===== config.mk =====
export PLATFORM = sky130hd
export DESIGN_NAME = nibble_bus_target
export DESIGN_NICKNAME = d
export VERILOG_FILES = /design/src/rtl/nibble_bus_target.sv
export SDC_FILE = /design/constraint.sdc
export NUM_CORES = 1
export LEC_CHECK = 0
export ABC_AREA = 1
export CAP_MARGIN = 30
export CELL_PAD_IN_SITES_DETAIL_PLACEMENT = 2
export CELL_PAD_IN_SITES_GLOBAL_PLACEMENT = 2
export CORE_MARGIN = 2
export CORE_UTILIZATION = 45
export DETAILED_ROUTE_END_ITERATION = 10
export PLACE_DENSITY = 0.85
export SKIP_CTS_REPAIR_TIMING = 1
export SLEW_MARGIN = 25
export SYNTH_ARGS = -nofsm -noshare
export SYNTH_HDL_FRONTEND = slang
export SYNTH_SLANG_ARGS = --single-unit

===== constraint.sdc =====
create_clock -name clk -period 4.55 [get_ports clk]
set_clock_uncertainty 0.05 [all_clocks]
set_input_delay 0.91 -clock clk [delete_from_list [all_inputs] [get_ports clk]]
set_output_delay 0.91 -clock clk [all_outputs]
set_load 0.05 [all_outputs]

===== src/rtl/nibble_bus_target.sv =====
// Nibble-bus responder: scratch RAM, GPIO, 16-bit timer with snapshot shadow, status/IRQ.
// Reads return 1 clock after the address edge, writes land on that edge; no backpressure, every clock is a bus cycle.
module nibble_bus_target #(
    parameter int RAM_DEPTH = 256
) (
    input  logic        clk,
    input  logic        rst,
    input  logic [10:0] bus_addr,
    input  logic        bus_rw,
    input  logic [3:0]  bus_wdata,
    output logic [3:0]  bus_rdata,
    input  logic [7:0]  gpio_in,
    output logic [7:0]  gpio_out,
    output logic        timer_irq
);

    localparam int AW = $clog2(RAM_DEPTH);

    localparam logic [10:0] A_GPO_LO = 11'h700;
    localparam logic [10:0] A_GPO_HI = 11'h701;
    localparam logic [10:0] A_GPI_LO = 11'h702;
    localparam logic [10:0] A_GPI_HI = 11'h703;
    localparam logic [10:0] A_CNT0   = 11'h704;
    localparam logic [10:0] A_SHD1   = 11'h705;
    localparam logic [10:0] A_SHD2   = 11'h706;
    localparam logic [10:0] A_SHD3   = 11'h707;
    localparam logic [10:0] A_CTRL   = 11'h708;
    localparam logic [10:0] A_STAT   = 11'h709;

    logic [3:0]    mem [RAM_DEPTH];
    logic [AW-1:0] ram_idx;
    logic          ram_hit;

    logic [7:0]  sync1, sync2;
    logic [15:0] count;
    logic [11:0] shadow;
    logic        en, irq_en, ovf;

    logic        ctrl_wr, clr, inc, wrap, ovf_w1c;
    logic [3:0]  rd_val;

    assign ram_hit = (bus_addr < 11'(RAM_DEPTH));
    assign ram_idx = bus_addr[AW-1:0];

    assign ctrl_wr = bus_rw && (bus_addr == A_CTRL);
    assign clr     = ctrl_wr && bus_wdata[1];
    assign inc     = en && !clr;
    assign wrap    = inc && (count == 16'hFFFF);
    assign ovf_w1c = bus_rw && (bus_addr == A_STAT) && bus_wdata[0];

    assign timer_irq = ovf && irq_en;

    always_comb begin
        rd_val = 4'h0;
        if (ram_hit) begin
            rd_val = mem[ram_idx];
        end else begin
            case (bus_addr)
                A_GPO_LO: rd_val = gpio_out[3:0];
                A_GPO_HI: rd_val = gpio_out[7:4];
                A_GPI_LO: rd_val = sync2[3:0];
                A_GPI_HI: rd_val = sync2[7:4];
                A_CNT0:   rd_val = count[3:0];
                A_SHD1:   rd_val = shadow[3:0];
                A_SHD2:   rd_val = shadow[7:4];
                A_SHD3:   rd_val = shadow[11:8];
                A_CTRL:   rd_val = {1'b0, irq_en, 1'b0, en};
                A_STAT:   rd_val = {3'b000, ovf};
                default:  rd_val = 4'h0;
            endcase
        end
    end

    // RAM contents survive reset, but a write coinciding with reset is dropped.
    always_ff @(posedge clk) begin
        if (!rst && bus_rw && ram_hit) begin
            mem[ram_idx] <= bus_wdata;
        end
    end

    always_ff @(posedge clk) begin
        if (rst) begin
            bus_rdata <= 4'h0;
            gpio_out  <= 8'h00;
            sync1     <= 8'h00;
            sync2     <= 8'h00;
            count     <= 16'h0000;
            shadow    <= 12'h000;
            en        <= 1'b0;
            irq_en    <= 1'b0;
            ovf       <= 1'b0;
        end else begin
            sync1 <= gpio_in;
            sync2 <= sync1;

            if (!bus_rw) begin
                bus_rdata <= rd_val;
                // Shadow captures the upper count bits from the same pre-increment value returned here.
                if (bus_addr == A_CNT0) begin
                    shadow <= count[15:4];
                end
            end

            if (bus_rw && (bus_addr == A_GPO_LO)) gpio_out[3:0] <= bus_wdata;
            if (bus_rw && (bus_addr == A_GPO_HI)) gpio_out[7:4] <= bus_wdata;

            if (ctrl_wr) begin
                en     <= bus_wdata[0];
                irq_en <= bus_wdata[2];
            end

            if (clr) begin
                count <= 16'h0000;
            end else if (inc) begin
                count <= count + 16'h0001;
            end

            // Overflow set takes priority over a simultaneous write-1-to-clear.
            if (wrap) begin
                ovf <= 1'b1;
            end else if (ovf_w1c) begin
                ovf <= 1'b0;
            end
        end
    end

endmodule


After elaboration in Yosys (flattened, before gate mapping)
Memory sizes are Yosys's and may differ from the RTL's. Index checks and enable logic that the tools add are counted.

Bits in writable memories: 1024. Register bits after elaboration: 59. Memories kept: 1. Output and inout bits: 13.

Reductions and logical operators: 16. Equal/unequal tests: 11. Order comparisons: 1. $add $sub $neg: 1. Bitwise operators: 1. Muxes and demuxes: 6.

Memory list: mem (depth 256, width 4, read ports 1, clocked after memory_dff 0, write ports 1, RTL line 30) `logic [3:0] mem [RAM_DEPTH];`.

Operators by type and width (count): $eq 11x11->1 const B (10); $pmux 4 s10 (1); $add 16x1->16 const B (1); $eq 16x16->1 const B (1); $logic_and 1x1->1 (11); $lt 11x9->1 const B (1); $mux 1 (4); $mux 4 (1); $logic_not 1->1 (2); $reduce_and 2->1 (1); $reduce_bool 2->1 (1); $reduce_or 2->1 (1); $not 1->1 (1).

Depth between registers and ports, before layout
Gate-level depths: netlist (run 1).

Word-level depth: 7. Mapped depth: 17. Depth with buffers taken out: 16.

Worst setup path after synthesis (run 1)
OpenSTA, ideal clock, no wires.

Kind: in2reg. Start: in bus_rw. End: mem mem[105][0], enable pin. Stages: 8. Setup time: 0.329 ns. Slack: 1.841 ns. Data required time: 4.171 ns. Arrival: 2.330 ns. Cell sequence: buf_2 -> inv_1 -> nor3_2 -> inv_2 -> nor2_2 -> nand2_1 -> buf_2 -> nor2_1.

Longest elaborated chain between the ends: 4.

Ends and longest elaborated chain: from (decl) (RTL line 9) `input logic bus_rw,`; $logic_and 1x1->1 (2 in a row) (RTL line 76) `if (!rst && bus_rw && ram_hit) begin`; $mux 1 (RTL line 76); $mux 1 (implied by the code) (RTL line 77) `mem[ram_idx] <= bus_wdata;`; to (decl) (RTL line 30).

Every way passes these cells.

Worst setup path after layout (run 1)
Start: in bus_addr[2]. End: reg bus_rdata[3].

Longest elaborated chain between the ends: 3. Elaborated cells on any way between the ends: 14. Those cells by class: 1 x order compare; 10 x eq/ne; 2 x mux; 1 x memory.

Ends and longest elaborated chain: from (decl) (RTL line 8) `input logic [10:0] bus_addr,`; parallel branches: the longest is 2 deep, another holds $mem_v2 256x4; $mux 4 * (RTL line 55) `if (ram_hit) begin`; to (signal assigned) (RTL line 97) `bus_rdata <= rd_val;`; to (decl) (RTL line 11) `output logic [3:0] bus_rdata,`.

Every way passes the cells marked *. A chain may end at the register's enable or synchronous reset.

==> results.ini, run 1 <==
[pwr]
p_per_area_nw_per_um2 = 432
p_total_mw = 22.2
ir_drop_worst_vdd_uv = 407
leakagePower_nw = 20.1

[grt]
grt_start_max_net_pins = 140
grtUsageMet2_pct = 64.5
grt_util_met3_pct = 6.93
grt_usage_pct = 37.5
grt_pass1_vias = 40500
use_met1_pct = 44.6
busiest_layer = met2
grt_remaining_overflow = 0
wire_length_of_the_first_global_routing_pass_um = 285000
grt_antenna_before_repair = 6

[detailed_routing]
drtAntennaViolNets = 0
total_via_count_after_detailed_routing = 36400
vias_per_cell = 6.01
route.detailed.wl_per_inst_um = 32.0
detailedRoute.firstIterationViolations = 3655
detail_route.drc_violations = 0
routed_wl_um = 194000
drtPass1Iterations = 5

[worst_setup_path]
critical_path.startpoint = bus_addr[2]
worstPathBufferInverterCount = 4
critical_path_rt_ns = 5.09
worstReg2RegStart = mem[49][3]
critPathMaxStageDelay_ns = 0.61
slowest_stage = clkdlybuf4s50_1
cells_along_the_critical_path = clkdlybuf4s50_1 > inv_2 > nand2_1 > inv_2 > buf_4 > o21ai_1 > nand2_1 > nor2_1 > nor2_1 > nor2_1 > nand2_1 > nand2_1 > nand2_1 > o21ai_1 > a21oi_1
path_common_cell = nand2_1
crit_arrival_ns = 4.40
worstPathMaxFanout = 27
cp-start-kind = input port
timing.setup.critical_path_class = input port to flip-flop
path_delay_family = buffers and inverters
critPathCaptureType = flip-flop

[placement]
placed_cell_area_um2 = 47700
placement.setup.worst_slack_ns = 0.412
hpwl_um = 103000
place_congestion = 0.832
number_of_input_and_output_port_buffers_inserted = 38

[min_path]
hold_path.startpoint = sync1[5]
holdCritPathClass = flip-flop to flip-flop

[timing]
report.final.setup_viol = 0
slew_violations = 0
hold_viol_final = 0
final_period_utilization_pct = 84.8
aggregate_negative_setup_slack_ns = 0
hold_ws_ns = 0.373
rsz0062_at_grt = no
timing.max_slew.rel_slack_pct = 33.0
max_clock_freq_ghz = 0.259
worst_tran_pin_value_ns = 1.00
final.setup.worst_slack_ns = 0.690
layout_min_cycle_time_ns = 3.86

[synth]
synth_cells = 4584
post_synthesis_area_per_instance_um2 = 9.98
post_synth_fa_ha_maj_area_fraction_pct = 0.0274
ys_dominant_reg_cell = edfxtp_1
synth_mux_area_share_pct = 0
synth_top_family_by_area = simple AND/OR/NAND/NOR gates
synth_xor_xnor_area_share_pct = 0.0574
synth_sequential_area_ratio_pct = 69.8
synth_enable_flop_cells = 1024
yosysWarningCount = 0
postSynth.asyncResetShare_pct = 0
compound_gate_fraction_of_synth_area_pct = 1.13
syn_nets = 4611
yosys.cell_types.count = 31
yosys_register_bits = 1083
syn_area_um2 = 45700
yosys.area_share.simple_pct = 25.9

[finish]
most-common-layout-cells = nand2_1, edfxtp_1, nor2_1
multiInputGateArea_um2 = 12500
finish.net_count = 4619
final_cell_area_um2 = 51500
sequential_cell_area_um2 = 31900
layout.cells.most_common = nand2_1
syn_to_final_growth_pct = 12.6
filler_cell_count = 10100
drive_above_1_share_pct = 5.97

[clock_tree]
cts_max_level = 3
cts-root-to-sink-buffers = 3
cts_buffers = 118
cts_root_buf = clkbuf_16
cts.sink_count = 1083
clkSlewWorstSetupHoldPaths_ns = 0.07
clock_insertion_delay_worst_skew_ns = 0.75
cts_tree = built

[floorplan]
fp.dieW_um = 323
die_y_um = 323
num_io_pins = 39
initial_core_util_pct = 45.5
rows = 116
floorplan.core_area_um2 = 100000
dieArea_um2 = 104000

[run]
cap_viol_max_count = 0

[outcome]
outcome = finished clean

==> cell type report <==
class | count | area share, %
flip-flops and latches | 1083 | 62.0
multi-input cells | 3184 | 24.2
clock buffers | 153 | 6.09
well taps | 1357 | 3.30
repair buffers | 114 | 2.48
clock inverters | 67 | 1.22
inverters | 91 | 0.700
diodes | 4 | 0.0194
==> path summary, 6_finish.rpt <==
kind / end / cells after the start / slack, ns
setup reg to reg: bus_rdata[3] / 14 / 1.47
hold / removal: sync2[5] / 2 / 0.37
hold reg to reg: sync2[5] / 2 / 0.37
setup / recovery: bus_rdata[3] / 15 / 0.69
==> metrics by stage <==
stage,util (%),cells
6_report,51.3,6053
5_1_grt,51.3,6049
4_1_cts,51.2,6048
3_5_place_dp,47.5,5828
3_3_place_gp,47.5,5828
2_1_floorplan,-,4584
==> worst register-to-register path, cell delays in order (launching register included) <==
cell	delay, ns
edfxtp_1	0.41
nand2_1	0.09
nand2_1	0.08
nand2_1	0.09
nand3_1	0.16
nand2_1	0.11
nand2_1	0.08
nor2_1	0.34
nor2_1	0.15
nor2_1	0.22
nand2_1	0.16
nand2_1	0.15
nand2_1	0.12
o21ai_1	0.55
a21oi_1	0.17
==> registers in the layout (all words and copies together) (netlist names), 4 cells and up <==
register,count
sync1,8
sync2,8
bus_rdata,4
mem,1024
shadow,12
count,16
gpio_out,8
==> synthesized netlist by cell type (all sizes together), types with 11 or more instances <==
master  instances  area share [%]
a21oi          35            0.38
buf           152             1.7
clkbuf         74            0.61
dfxtp          59             2.6
edfxtp       1024              67
inv            91            0.75
nand2        2471              20
nand3         119             1.3
nor2          474             4.0
nor3           11            0.13
o21ai          35            0.38
o22ai          12            0.16
==> logic make-up (layout without fill, tap and decap cells) <==
kind of cell               after synthesis  count (layout)
other                                    0               4
xor gates and xnor gates                 3               3
buffers and inverters                  317             425
and+or+nand+nor                       3086            3086
AOI/OAI and AO/OA                       94              94
adders and majority gates                1               1
DFF                                   1083            1083
==> report_power, final <==
group          internal [mW]  switching [mW]  total [mW]  leakage, nW
sequential              10.9         0.00836        10.9         9.68
clock                   5.43            4.49        9.91         1.83
combinational          0.283            1.12        1.41         8.56
total                   16.6            5.62        22.2         20.1
==> routing by layer <==
metal,vias to the layer above,share of wire [%]
met5,-,0.043
met4,12,5.8
met3,674,7.2
met2,1930,50
met1,18800,37
li1,14900,-
No activity file was read; power rests on OpenSTA's default activity.
==> run 2, diff against run 1 <==
--- a/config.mk
+++ b/config.mk
@@ -10,9 +10,9 @@
 export CELL_PAD_IN_SITES_DETAIL_PLACEMENT = 2
 export CELL_PAD_IN_SITES_GLOBAL_PLACEMENT = 2
 export CORE_MARGIN = 2
-export CORE_UTILIZATION = 45
+export CORE_UTILIZATION = 38
 export DETAILED_ROUTE_END_ITERATION = 10
-export PLACE_DENSITY = 0.85
+export PLACE_DENSITY = 0.76
 export SKIP_CTS_REPAIR_TIMING = 1
 export SLEW_MARGIN = 25
 export SYNTH_ARGS = -nofsm -noshare
==> constraint.sdc (replaced) <==
create_clock -name clk -period 3.4 [get_ports clk]
set_clock_uncertainty 0.05 [all_clocks]
set_input_delay 0.68 -clock clk [delete_from_list [all_inputs] [get_ports clk]]
set_output_delay 0.68 -clock clk [all_outputs]
set_load 0.05 [all_outputs]
==> results.ini, run 2 (synthesis gave the netlist of run 1 again) <==
[floorplan]
initial_core_util_pct = 38.2  ; was 45.5%
rows = 127  ; was 116
fp.dieW_um = 351  ; was 323 um
die_y_um = 351  ; was 323 um
floorplan.core_area_um2 = 120000  ; was 100000 um^2
num_io_pins = 39  ; unchanged
dieArea_um2 = 123000  ; was 104000 um^2

[worst_setup_path]
critical_path_rt_ns = 2.67  ; was 5.09 ns
worstPathMaxFanout = 3  ; was 27
slowest_stage = clkdlybuf4s50_1  ; unchanged
path_delay_family = buffers and inverters  ; unchanged
cells_along_the_critical_path = nand2_1 > inv_1 > clkdlybuf4s50_1  ; was clkdlybuf4s50_1 > inv_2 > nand2_1 > inv_2 > buf_4 > o21ai_1 > nand2_1 > nor2_1 > nor2_1 > nor2_1 > nand2_1 > nand2_1 > nand2_1 > o21ai_1 > a21oi_1
worstPathBufferInverterCount = 2  ; was 4
crit_arrival_ns = 2.13  ; was 4.40 ns
cp-start-kind = flip-flop  ; was input port
critPathMaxStageDelay_ns = 0.80  ; was 0.61 ns
timing.setup.critical_path_class = flip-flop to primary output  ; was input port to flip-flop
critPathCaptureType = primary output  ; was flip-flop

[run]
cap_viol_max_count = 0  ; unchanged

[finish]
biggestRegsByFlops = mem x1024, count x16, shadow x12  ; unchanged
layout.cells.most_common = nand2_1  ; unchanged
drive_above_1_share_pct = 7.44  ; was 5.97%
max_flop_register = mem  ; unchanged
syn_to_final_growth_pct = 14.5  ; was 12.6%
most-common-layout-cells = nand2_1, edfxtp_1, nor2_1  ; unchanged
largest_reg_flops = 1024  ; unchanged
multiInputGateArea_um2 = 12500  ; about the same
antenna-diode-count = 0  ; was 4
final_core_util_pct = 43.8  ; was 51.3%
filler_cell_count = 12500  ; was 10100
finish.net_count = 4686  ; was 4619
sequential_cell_area_um2 = 31900  ; unchanged

[outcome]
outcome = finished clean  ; unchanged

[grt]
grt_usage_pct = 26.1  ; was 37.5%
wire_length_of_the_first_global_routing_pass_um = 239000  ; was 285000 um
grt_remaining_overflow = 0  ; unchanged
grt_antenna_before_repair = 0  ; was 6
grt_pass1_vias = 36900  ; was 40500
grt_start_max_net_pins = 109  ; was 140

[pwr]
combPwrFrac_pct = 6.2  ; was 6.3%
p_per_area_nw_per_um2 = 551  ; was 432 nW/um^2
leakagePower_nw = 20.4  ; was 20.1 nW
sw_frac_of_total_pct = 23.4  ; was 25.3%
p_seq_share_pct = 50.6  ; was 49.1%
netSwitchingPower_mw = 6.76  ; was 5.62 mW
ir_drop_worst_vdd_uv = 397  ; was 407 uV
p_total_mw = 28.9  ; was 22.2 mW
intPower_mw = 22.1  ; was 16.6 mW
clkPwrFrac_pct = 43.2  ; was 44.6%

[timing]
hold_viol_final = 0  ; unchanged
rsz0062_at_grt = no  ; unchanged
hold_ws_ns = 0.318  ; was 0.373 ns
final_period_utilization_pct = 84.1
worst_tran_pin_value_ns = 0.780  ; was 1.00 ns
max_clock_freq_ghz = 0.350
report.final.setup_viol = 0  ; unchanged
timing.max_slew.rel_slack_pct = 48.0  ; was 33.0%
slew_violations = 0  ; unchanged
aggregate_negative_setup_slack_ns = 0  ; unchanged
layout_min_cycle_time_ns = 2.86

[clock_tree]
cts.sink_count = 1083  ; unchanged
cts_root_buf = clkbuf_16  ; unchanged
cts_max_level = 3  ; unchanged
cts_buffers = 116  ; was 118
clkSlewWorstSetupHoldPaths_ns = 0.06  ; was 0.07 ns
clock_insertion_delay_worst_skew_ns = 0.72  ; was 0.75 ns
cts_tree = built  ; unchanged
cts-root-to-sink-buffers = 3  ; unchanged

[min_path]
holdCritPathClass = input port to flip-flop  ; was flip-flop to flip-flop

[detailed_routing]
drtPass1Iterations = 5  ; unchanged
route.detailed.wl_per_inst_um = 25.0  ; was 32.0 um
vias_per_cell = 5.23  ; was 6.01
total_via_count_after_detailed_routing = 33300  ; was 36400
routed_wl_um = 159000  ; was 194000 um
detailedRoute.firstIterationViolations = 2405  ; was 3655
detail_route.drc_violations = 0  ; unchanged
drtAntennaViolNets = 0  ; unchanged

[placement]
place_congestion = 0.817  ; was 0.832
hpwl_um = 99500  ; was 103000 um
number_of_input_and_output_port_buffers_inserted = 38  ; unchanged

## run 2: cell types whose count changed in the layout (fill, tap and decap cells not counted), sizes merged
cell,before,now
buf,78,151
bufinv,10,8
clkbuf,157,151
clkinv,53,52
clkinvlp,2,1
diode,4,0
inv,93,95
## run 2: worst register-to-register path, stage by stage, from the launching register on
cell and delay [ns]:
edfxtp_1 0.37, nand2_1 0.08, nand2_1 0.06, nand2_1 0.07, nand2_1 0.13, nand2_1 0.10
nand2_1 0.08, nor2_1 0.24, nor2_1 0.07, nor2_1 0.36, nand2_1 0.10, nand2_1 0.07
nand2_1 0.05, o21ai_1 0.16, a21oi_1 0.14
## run 2: layout make-up
cell class,instances,area share [%]
clock buffer,151,6.01
clock inverter,65,0.994
inverter,91,0.688
multi-input combinational,3184,23.8
sequential,1083,61.0
tap,1612,3.85
timing repair buffer,183,3.64
## run 2: worst paths after layout
kind	slack (ns)	to	from	cells after the start
worst max-delay path	0.54	timer_irq	ovf	3
worst min-delay path	0.32	mem[182][1]	bus_wdata[1]	1
worst max register to register	1.15	bus_rdata[3]	mem[246][3]	14
worst min register to register	0.36	sync2[3]	sync1[3]	2
## run 2: power by group through the flow
stage / combinational, mW / clock, mW / sequential [mW]
6_report: 1.80 / 12.5 / 14.6
5_1_grt: 1.96 / 13.2 / 14.6
4_1_cts: 1.81 / 12.7 / 14.6
3_5_place_dp: 1.79 / 0 / 14.9
3_3_place_gp: 1.71 / 0 / 14.9
2_1_floorplan: 0.858 / 0 / 14.9
## run 2: per-stage QoR
step | worst slack, ns | std cells | area, um^2
after global routing | 0.463 | 6369 | 52400
after CTS | 0.470 | 6369 | 52400
after floorplan | 0.921 | 4584 | 45700
after detailed placement | 0.0418 | 6153 | 48700
after global placement | 0.135 | 6153 | 48700
final | 0.539 | 6369 | 52400
## run 2: layer usage
| layer | global-route usage, % | up-vias | wire length, um |
|---|---|---|---|
| met5 | 0 | - | 0 |
| met4 | 8.71 | 0 | 5050 |
| met3 | 3.18 | 249 | 6200 |
| met2 | 45.5 | 690 | 79400 |
| met1 | 33.7 | 17300 | 68400 |
| li1 | - | 15100 | - |
